**config.mk**
```make
export PLATFORM = sky130hd
export DESIGN_NAME = sensor_frame_rx
export DESIGN_NICKNAME = d
export VERILOG_FILES = /design/src/rtl/baggage_drop_pkg.sv /design/src/rtl/ser_byte_shift.sv /design/src/rtl/sensor_frame_rx.sv
export SDC_FILE = /design/constraint.sdc
export NUM_CORES = 1
export LEC_CHECK = 0
export ABC_AREA = 0
export ABC_CLOCK_PERIOD_IN_PS = 2400
export CORE_MARGIN = 5
export CORE_UTILIZATION = 49
export CTS_BUF_LIST = sky130_fd_sc_hd__clkbuf_8
export DETAILED_ROUTE_END_ITERATION = 16
export MAX_ROUTING_LAYER = met4
export PLACE_DENSITY = 0.78
export SLEW_MARGIN = 5
export SYNTH_ARGS = -nofsm -noshare
export SYNTH_HDL_FRONTEND = slang
export SYNTH_HIERARCHICAL = 1
export SYNTH_SLANG_ARGS = --single-unit
```
**constraint.sdc**
```tcl
create_clock -name clk -period 2.4 [get_ports clk]
set_input_delay 0.36 -clock clk [delete_from_list [all_inputs] [get_ports clk]]
set_output_delay 0.36 -clock clk [all_outputs]
set_load 0.1 [all_outputs]
```
**src/rtl/baggage_drop_pkg.sv**
```systemverilog
// ============================================================================
// baggage_drop_pkg : shared types/constants for the sensor frame receiver
// Rev 1.0
// ============================================================================
`default_nettype none

package baggage_drop_pkg;

    typedef enum logic [1:0] {
        ST_HUNT = 2'd0,
        ST_DATA = 2'd1,
        ST_CSUM = 2'd2
    } rx_state_e;

    localparam int         FRAME_DATA_BYTES  = 4;
    localparam logic [7:0] DEFAULT_SYNC_BYTE = 8'hA5;

endpackage

`default_nettype wire

```
**src/rtl/ser_byte_shift.sv**
```systemverilog
// ============================================================================
// ser_byte_shift : 8-bit MSB-first shifter with saturating bit counter
// Rev 1.0
// ============================================================================
`default_nettype none

module ser_byte_shift (
    input  logic       clk,
    input  logic       rst_n,
    input  logic       shift_en,
    input  logic       clr,
    input  logic       bit_in,
    output logic [7:0] byte_nxt,
    output logic       byte_done
);

    logic [7:0] win_q, win_d;
    logic [3:0] cnt_q, cnt_d;

    // byte_nxt/byte_done look at the bit being shifted this cycle, so the
    // owner can act on a completed byte at the same edge that samples it.
    always_comb begin
        byte_nxt  = {win_q[6:0], bit_in};
        byte_done = shift_en && (cnt_q >= 4'd7);
        win_d     = shift_en ? byte_nxt : win_q;
        cnt_d     = cnt_q;
        if (clr) begin
            cnt_d = 4'd0;
        end else if (shift_en && (cnt_q != 4'd8)) begin
            cnt_d = cnt_q + 4'd1;
        end
    end

    always_ff @(posedge clk or negedge rst_n) begin
        if (!rst_n) begin
            win_q <= 8'd0;
            cnt_q <= 4'd0;
        end else begin
            win_q <= win_d;
            cnt_q <= cnt_d;
        end
    end

endmodule

`default_nettype wire

```
**src/rtl/sensor_frame_rx.sv**
```systemverilog
// ============================================================================
// sensor_frame_rx : SYNC-hunting serial receiver for four altimeter bytes
// Rev 1.0
// ============================================================================
`default_nettype none

module sensor_frame_rx
    import baggage_drop_pkg::*;
#(
    parameter logic [7:0] SYNC_BYTE   = DEFAULT_SYNC_BYTE,
    parameter int         TIMEOUT_CYC = 1000
) (
    input  logic       clk,
    input  logic       rst_n,
    input  logic       ser_in,
    input  logic       ser_valid,
    output logic [7:0] sensor1,
    output logic [7:0] sensor2,
    output logic [7:0] sensor3,
    output logic [7:0] sensor4,
    output logic       data_valid,
    output logic       frame_ok,
    output logic       frame_err
);

    localparam int IDLE_W = $clog2(TIMEOUT_CYC + 1);
    localparam logic [1:0] LAST_IDX = 2'(FRAME_DATA_BYTES - 1);

    rx_state_e                              state_q, state_d;
    logic [FRAME_DATA_BYTES-1:0][7:0]       stage_q, stage_d;
    logic [FRAME_DATA_BYTES-1:0][7:0]       sensor_q, sensor_d;
    logic [7:0]                             csum_q, csum_d;
    logic [1:0]                             byte_idx_q, byte_idx_d;
    logic [IDLE_W-1:0]                      idle_q, idle_d;
    logic                                   pend_ok_q, pend_ok_d;
    logic                                   pend_err_q, pend_err_d;
    logic                                   data_valid_q, data_valid_d;
    logic                                   frame_ok_q, frame_ok_d;
    logic                                   frame_err_q, frame_err_d;

    logic       shf_clr;
    logic [7:0] byte_nxt;
    logic       byte_done;

    ser_byte_shift u_shift (
        .clk       (clk),
        .rst_n     (rst_n),
        .shift_en  (ser_valid),
        .clr       (shf_clr),
        .bit_in    (ser_in),
        .byte_nxt  (byte_nxt),
        .byte_done (byte_done)
    );

    always_comb begin
        state_d      = state_q;
        stage_d      = stage_q;
        sensor_d     = sensor_q;
        csum_d       = csum_q;
        byte_idx_d   = byte_idx_q;
        idle_d       = idle_q;
        data_valid_d = data_valid_q;
        pend_ok_d    = 1'b0;
        pend_err_d   = 1'b0;
        shf_clr      = 1'b0;

        // Verdicts are held one cycle so the publish edge trails the sampling edge.
        frame_ok_d  = pend_ok_q;
        frame_err_d = pend_err_q;
        if (pend_ok_q) begin
            sensor_d     = stage_q;
            data_valid_d = 1'b1;
        end

        case (state_q)
            ST_HUNT: begin
                idle_d = '0;
                if (byte_done && (byte_nxt == SYNC_BYTE)) begin
                    state_d    = ST_DATA;
                    byte_idx_d = 2'd0;
                    csum_d     = 8'd0;
                    shf_clr    = 1'b1;
                end
            end
            ST_DATA, ST_CSUM: begin
                if (ser_valid) begin
                    idle_d = '0;
                    if (byte_done) begin
                        shf_clr = 1'b1;
                        if (state_q == ST_DATA) begin
                            stage_d[byte_idx_q] = byte_nxt;
                            csum_d              = csum_q ^ byte_nxt;
                            byte_idx_d          = byte_idx_q + 2'd1;
                            if (byte_idx_q == LAST_IDX) begin
                                state_d = ST_CSUM;
                            end
                        end else begin
                            pend_ok_d  = (byte_nxt == csum_q);
                            pend_err_d = (byte_nxt != csum_q);
                            state_d    = ST_HUNT;
                        end
                    end
                end else if (idle_q == IDLE_W'(TIMEOUT_CYC - 1)) begin
                    pend_err_d = 1'b1;
                    state_d    = ST_HUNT;
                    stage_d    = '0;
                    idle_d     = '0;
                    shf_clr    = 1'b1;
                end else begin
                    idle_d = idle_q + IDLE_W'(1);
                end
            end
            default: begin
                state_d = ST_HUNT;
                shf_clr = 1'b1;
            end
        endcase
    end

    always_ff @(posedge clk or negedge rst_n) begin
        if (!rst_n) begin
            state_q      <= ST_HUNT;
            stage_q      <= '0;
            sensor_q     <= '0;
            csum_q       <= 8'd0;
            byte_idx_q   <= 2'd0;
            idle_q       <= '0;
            pend_ok_q    <= 1'b0;
            pend_err_q   <= 1'b0;
            data_valid_q <= 1'b0;
            frame_ok_q   <= 1'b0;
            frame_err_q  <= 1'b0;
        end else begin
            state_q      <= state_d;
            stage_q      <= stage_d;
            sensor_q     <= sensor_d;
            csum_q       <= csum_d;
            byte_idx_q   <= byte_idx_d;
            idle_q       <= idle_d;
            pend_ok_q    <= pend_ok_d;
            pend_err_q   <= pend_err_d;
            data_valid_q <= data_valid_d;
            frame_ok_q   <= frame_ok_d;
            frame_err_q  <= frame_err_d;
        end
    end

    assign sensor1    = sensor_q[0];
    assign sensor2    = sensor_q[1];
    assign sensor3    = sensor_q[2];
    assign sensor4    = sensor_q[3];
    assign data_valid = data_valid_q;
    assign frame_ok   = frame_ok_q;
    assign frame_err  = frame_err_q;

endmodule

`default_nettype wire

```
==> results of run 1 <==
## cell type report
cell class / instances / area [um2] / area share, %
clock buffer: 10 / 137.6 / 2.656
clock inverter: 6 / 86.33 / 1.666
inverter: 7 / 26.28 / 0.5070
multi-input combinational: 232 / 1800 / 34.74
sequential: 102 / 2552 / 49.25
tap: 111 / 138.9 / 2.680
timing repair buffer: 56 / 440.4 / 8.498
## worst max-delay path, cell delays in order, from the launching register on
cell and delay (ps):
dfrtp_1 390, inv_1 70, ha_1 490, nand2b_1 150, nor4_2 500, nor2_2 200, a22o_2 250
## where the power goes
part / internal (mW) / switching, mW
Sequential: 1.81 / 0.129
Clock: 0.542 / 0.650
Combinational: 0.236 / 0.279
## cell usage in the layout (no fill, tap or decap), drive strengths merged, types with 8 or more instances in the layout
| cell | n |
|---|---|
| dfrtp | 102 |
| buf | 53 |
| mux2 | 40 |
| a22o | 33 |
| nand2 | 22 |
| nor2 | 17 |
| nor3 | 12 |
| inv | 11 |
| ha | 10 |
| clkbuf | 10 |
| xor2 | 9 |
| o21ai | 8 |
## state kept, by name (all words and copies together) (netlist names), 2 cells and up
register / count
sensor3: 8
state_q: 2
csum_q: 8
sensor2: 8
byte_idx_q: 2
u_shift/win_q: 7
u_shift/cnt_q: 4
idle_q: 10
stage_q: 32
sensor4: 8
sensor1: 8
## worst min-delay path by stage
stage | cells after the start | end | slack [ps]
after floorplan | 0 | byte_idx_q[0] | 60
after global placement | 1 | sensor1[4] | 270
after detailed placement | 1 | data_valid | 280
after CTS | 0 | frame_err | 360
after global routing | 0 | frame_err | 380
final | 0 | frame_err | 360
## logic make-up after synthesis
logic type / count (synthesis) / synth area share (%)
and+or+nand+nor: 98 / 11.81
AOI/OAI and AO/OA: 68 / 12.20
xor gates and xnor gates: 14 / 2.735
adders and majority gates: 10 / 2.791
muxes: 42 / 10.58
DFF: 102 / 56.94
buffers and inverters: 28 / 2.958
## layer usage
layer / wire length, um / track usage (%) / up-vias / part of all wire (%)
met5: 0 / - / - / 0
met1: 4014 / 21.96 / 1506 / 45
met4: 131 / 5.735 / 0 / 1.5
met2: 4349 / 27.82 / 54 / 49
li1: - / - / 1393 / -
met3: 354 / 2.756 / 12 / 4.0
## cell usage after synthesis (all sizes together) (2+ instances only)
master	n	area share [%]
a211o	7	1.4
a21o	3	0.59
a21oi	7	0.78
a22o	33	6.5
a31o	2	0.39
and2	5	0.70
and3	7	0.98
buf	7	1.2
clkbuf	14	1.2
dfrtp	102	57
ha	10	2.8
inv	7	0.59
mux2	40	10
mux2i	2	0.45
nand2	22	1.8
nand2b	6	0.84
nand3	5	0.56
nand3b	2	0.33
nand4	3	0.42
nor2	17	1.6
nor2b	3	0.42
nor3	12	1.3
nor4	7	1.1
o21ai	8	0.89
o21bai	2	0.59
o31ai	3	0.50
or2	2	0.28
xnor2	5	0.98
xor2	9	1.8
## repair_timing
item,4_1_cts,5_1_grt
hold endpoints to repair,22,0
hold buffers,1,0
resized for setup,0,1
setup buffers,0,0
endpoints found under the setup margin,0,1
==> metrics.md, run 1 <==
| Metric | Value |
|---|---|
| Clock Sinks | approximately 100 |
| Synth warn | 6 |
| Ports | 39 |
| Sequential area share after synthesis | a little under three fifths |
| Post-route minimum period | 2158 ps |
| Layout cells sized above 1 | between 30% and 40% |
| CTS max path bufs | 2 |
| GRT Util Overall | about 17% |
| DP HPWL | approximately 6000 um |
| Crit-path max FO | 11 |
| Synth Area per Inst | 12.38 um2 |
| CTS tree | done |
| FILL cells | roughly 730 |
| Vias | between 2000 and 3000 |
| Max VDD drop | just under 300 uV |
| Leakage power | ~2.6 nW |
| Worst R2R Setup Slack | 240 ps |
| Vias/cell | around 5.7 |
| Drt first-iter violations | just over 100 |
| Worst-margin pin slew | between 600 and 700 ps |
| Largest net degree at the start of global routing | 50 |
| CTS Buf Count | 9 |
| Slew Limit Fails | 0 |
| Row count | 35 |
| Status | finished, final reports clean |
| Max Clock Freq | between 0.4 and 0.5 GHz |
| Asr flop ratio synth | 100.0% |
| Syn_nets | roughly 380 |
| DRT antenna net count | 0 |
| Critical Path RT | between 2000 and 3000 ps |
| Dpl cells | 507 |
| Final worst path period share | ~90% |
| Number of distinct library cells after synthesis | 47 |
| H-tree lvl count | 3 |
| Design Power | roughly 3.6 mW |
| R2R cell count | 6 |
| Slew HR | approximately 57% |
| Worst reg2reg startpoint | state_q[0] |
| Hold Fails Final Rpt | 0 |
| Initial Util | 49.45% |
| DP Worst Slack | -3.506 ps |
| Fin Hold WS | approximately 360 ps |
| Crit path launch type | flop |
| Syn Inst Count | 362 |
| Max Cap Viol | 0 |
| Hold crit path type | reg -> reg |
| Core area | 0.009065 mm2 |
| Cell area after layout | 0.005182 mm2 |
| Die ar. | roughly 0.011 mm2 |
| Final design utilization | 57.17% |
| Synthesized cell area | 0.004483 mm2 |
| Root Driver | clkbuf_8 |
| RR Endpoint | stage_q[12] |
| Die H | approximately 110 um |
| Vias in the first global route | around 3000 |
| Top_reg_cell synth | dfrtp_1 |
| Clk_skew | 14.03 ps |
| Worst setup path end | stage_q[12] |
| Final setup vio count | 0 |
| Clock-pin slew on the worst setup and hold paths | ~100 ps |
| Worst min-delay path startpoint | frame_err_d |
| DRC | 0 |
| Drt pass-1 iters | 5 |
| CP endpoint kind | flop |
| Final WS setup | ~240 ps |
| GRT overflow | 0 |
| Area after DPL | roughly 0.0049 mm2 |
| RSZ-0062 raised after global routing | no |
| Power per cell area | between 700 and 800 mW/mm2 |
| Clock latency at the later pin of the worst-skew pair | between 300 and 400 ps |
| Routed wire length | roughly 9000 um |
| Buffers on Ports | 38 |
| EDFF count, synth | 0 |
| First-pass GRT wire length | 15010 um |
| Global placer's final weighted congestion | 0.8090 |
| Setup TNS Final | 0 ps |
| Crit path kind | reg -> reg |
| Initial antenna violation count | 0 |
| Syn-to-layout area delta | 15.60% |
| DR WL/cell | between 15 and 20 um |
| Die Span X | about 110 um |
| Nets | 422 |
| Synth Register Bits | slightly above 100 |
| Non-filler instance count after layout | approximately 520 |
| Worst path arrival time | around 2400 ps |
| Worst Setup SP | state_q[0] |
| Diodes inserted | 0 |
Note: power is estimated with default switching activity, not from simulation.
==> run 2: changes to the inputs <==
--- a/config.mk
+++ b/config.mk
@@ -7,6 +7,7 @@
 export LEC_CHECK = 0
 export ABC_AREA = 0
 export ABC_CLOCK_PERIOD_IN_PS = 2400
+export CORE_ASPECT_RATIO = 0.5
 export CORE_MARGIN = 5
 export CORE_UTILIZATION = 49
 export CTS_BUF_LIST = sky130_fd_sc_hd__clkbuf_8
==> metrics.md, run 2 (synthesis results as in run 1) <==
| Metric | Value |
|---|---|
| Status | finished, final reports clean |
| Initial antenna violation count | 0 |
| Max incr delay on CP | 410 ps |
| DRT antenna net count | 0 |
| Power per cell area | roughly 690 mW/mm2 |
| Diodes inserted | 0 |
| Critical path's most frequent cell | nand3b_1 |
| Hold Fails Final Rpt | 0 |
| CTS tree | done |
| First-pass GRT wire length | between 15000 and 20000 um |
| RSZ-0062 raised after global routing | no |
| Final worst path period share | a little over nine tenths |
| Final WS setup | around 140 ps |
| Setup TNS Final | 0 ps |
| Initial Util | between 50 and 60% |
| FILL cells | about 670 |
| GRT Util Overall | approximately 18% |
| Global placer's final weighted congestion | around 0.85 |
| DP HPWL | about 6500 um |
| Cell area after layout | 0.005202 mm2 |
| Slew HR | between 40 and 50% |
| Slowest stage cell, crit path | dfrtp_1 |
| Critical Path RT | about 2700 ps |
| Metal1 wirelength | approximately 4200 um |
| Hold crit path type | reg -> reg |
| Crit path kind | reg -> reg |
| Drt pass-1 iters | 4 |
| Clock-pin slew on the worst setup and hold paths | 100 ps |
| Leakage power | approximately 2.6 nW |
| GRT overflow | 0 |
| Vias in the first global route | 3137 |
| Layout cells sized above 1 | 30.53% |
| Crit-path max FO | 6 |
| Fin Hold WS | 375.1 ps |
| CP Buf/Inv Count | 0 |
| Largest net degree at the start of global routing | 46 |
| Die Span X | 145.3 um |
| Post-route minimum period | around 2300 ps |
| DP Worst Slack | -34.67 ps |
| Drt first-iter violations | around 220 |
| DRC | 0 |
| Leading cell types in the layout, fill and taps excluded | 102 x dfrtp_1, 54 x buf_4, 39 x mux2_2, 30 x a22o_1, 22 x nand2_1 |
| Die ar. | approximately 0.011 mm2 |
| H-tree lvl count | 3 |
| Vias/cell | 5.574 |
| Critical-path cell list | ha_1 > a21oi_1 > nor2b_1 > nand3b_1 > nor3_1 > nand2_1 > nand3b_1 > nor2_1 > mux2_4 |
| Max Clock Freq | roughly 0.44 GHz |
| Ports | 39 |
| Slew Limit Fails | 0 |
| Met3 WL post-DR | 519 um |
| Met2 Wirelength | roughly 4600 um |
| CP endpoint kind | flop |
| Vias | 2971 |
| Post-CTS sizing | 0 |
| Top flop regs | stage_q (32), idle_q (10) |
| Final setup vio count | 0 |
| Max Cap Viol | 0 |
| DR WL/cell | 17.57 um |
| CTS max path bufs | 2 |
| Most common cell after layout, fill and taps aside | dfrtp_1 |
| Nets | about 430 |
| Reg with most FFs | stage_q |
| Syn-to-layout area delta | 16.05% |
| Row count | 24 |
| Worst path arrival time | 2520 ps |
| Die H | roughly 78 um |
| Clock latency at the later pin of the worst-skew pair | 370 ps |
| Root Driver | clkbuf_8 |
| Worst R2R Setup Slack | 140 ps |
| Highest routed layer | met4 |
| Worst-margin pin slew | about 770 ps |
| Area after DPL | 0.004989 mm2 |
| Core area | ~0.0088 mm2 |
| Clock Sinks | 102 |
| Flip-flop count of the largest register after layout | 32 |
| Routed wire length | between 9000 and 10000 um |
| Buffers on Ports | 38 |
| CP delay by family, top | simple AND/OR/NAND/NOR gates |
| CTS Buf Count | 9 |
| Max VDD drop | approximately 390 uV |
| Clk_skew | ~9.3 ps |
| Crit path launch type | flop |
run 2: changes by cell type in the layout (fill, tap and decap cells not counted):
cell	before	now
clkinv_4	0	1
inv_1	7	8
clkbuf_8	10	9
inv_8	2	1
clkinv_8	1	0
buf_4	52	54
buf_12	1	2
nor2b_1	2	3
nor2b_2	1	0
inv_6	2	3
run 2: power by group:
group	leakage (nW)	total (mW)	switching, mW	internal (mW)
Combinational	1.08	0.564	0.318	0.246
Clock	0.108	1.11	0.615	0.499
Sequential	1.39	1.92	0.107	1.81
run 2: metrics by stage:
| stage | utilization, % | total power, mW | cells |
|---|---|---|---|
| 2_1_floorplan | - | 2.308 | 362 |
| 3_3_place_gp | 56.70 | 2.467 | 516 |
| 3_5_place_dp | 56.70 | 2.516 | 516 |
| 4_1_cts | 59.13 | 3.631 | 533 |
| 5_1_grt | 59.13 | 3.781 | 533 |
| 6_report | 59.13 | 3.598 | 533 |
run 2: worst paths after layout:
path                                  start               end  cells after the start
min in group asynchronous             rst_n         csum_q[1]                      2
max reg2reg                u_shift/cnt_q[0]  u_shift/cnt_q[0]                      9
min                             frame_err_d         frame_err                      0
min reg2reg                     frame_err_d         frame_err                      0
max in group asynchronous             rst_n       stage_q[27]                      3
max                        u_shift/cnt_q[0]  u_shift/cnt_q[0]                      9
run 2: repair_timing:
action                     4_1_cts  5_1_grt
setup buffers                    0        0
hold endpoints to repair         9        0
setup endpoints to repair        0        0
hold buffers                     1        0
run 2: final cells by class:
class                           instances  area [um2]  share of cell area [%]
Clock buffer                            9       123.9                   2.381
Inverter                                7       26.28                  0.5051
Sequential cell                       102        2552                   49.06
Tap cell                              117       146.4                   2.814
Multi-Input combinational cell        232        1798                   34.56
Clock inverter                          7       80.08                   1.539
Timing Repair Buffer                   59       475.5                   9.139
run 2: layer usage:
layer / track usage [%] / vias up
li1: - / 1399
met1: 23.25 / 1485
met2: 28.45 / 77
met3: 4.482 / 10
met4: 6.704 / 0
met5: - / -
==> run 3: changes to the inputs <==
--- a/config.mk
+++ b/config.mk
@@ -11,6 +11,7 @@
 export CORE_MARGIN = 5
 export CORE_UTILIZATION = 49
 export CTS_BUF_LIST = sky130_fd_sc_hd__clkbuf_8
+export CTS_CLUSTER_DIAMETER = 50
 export DETAILED_ROUTE_END_ITERATION = 16
 export MAX_ROUTING_LAYER = met4
 export PLACE_DENSITY = 0.78
@@ -19,3 +20,4 @@
 export SYNTH_HDL_FRONTEND = slang
 export SYNTH_HIERARCHICAL = 1
 export SYNTH_SLANG_ARGS = --single-unit
+export TNS_END_PERCENT = 30
==> results of run 3 <==
Same layout as run 2: the final DEF is identical, and so are final timing and power.
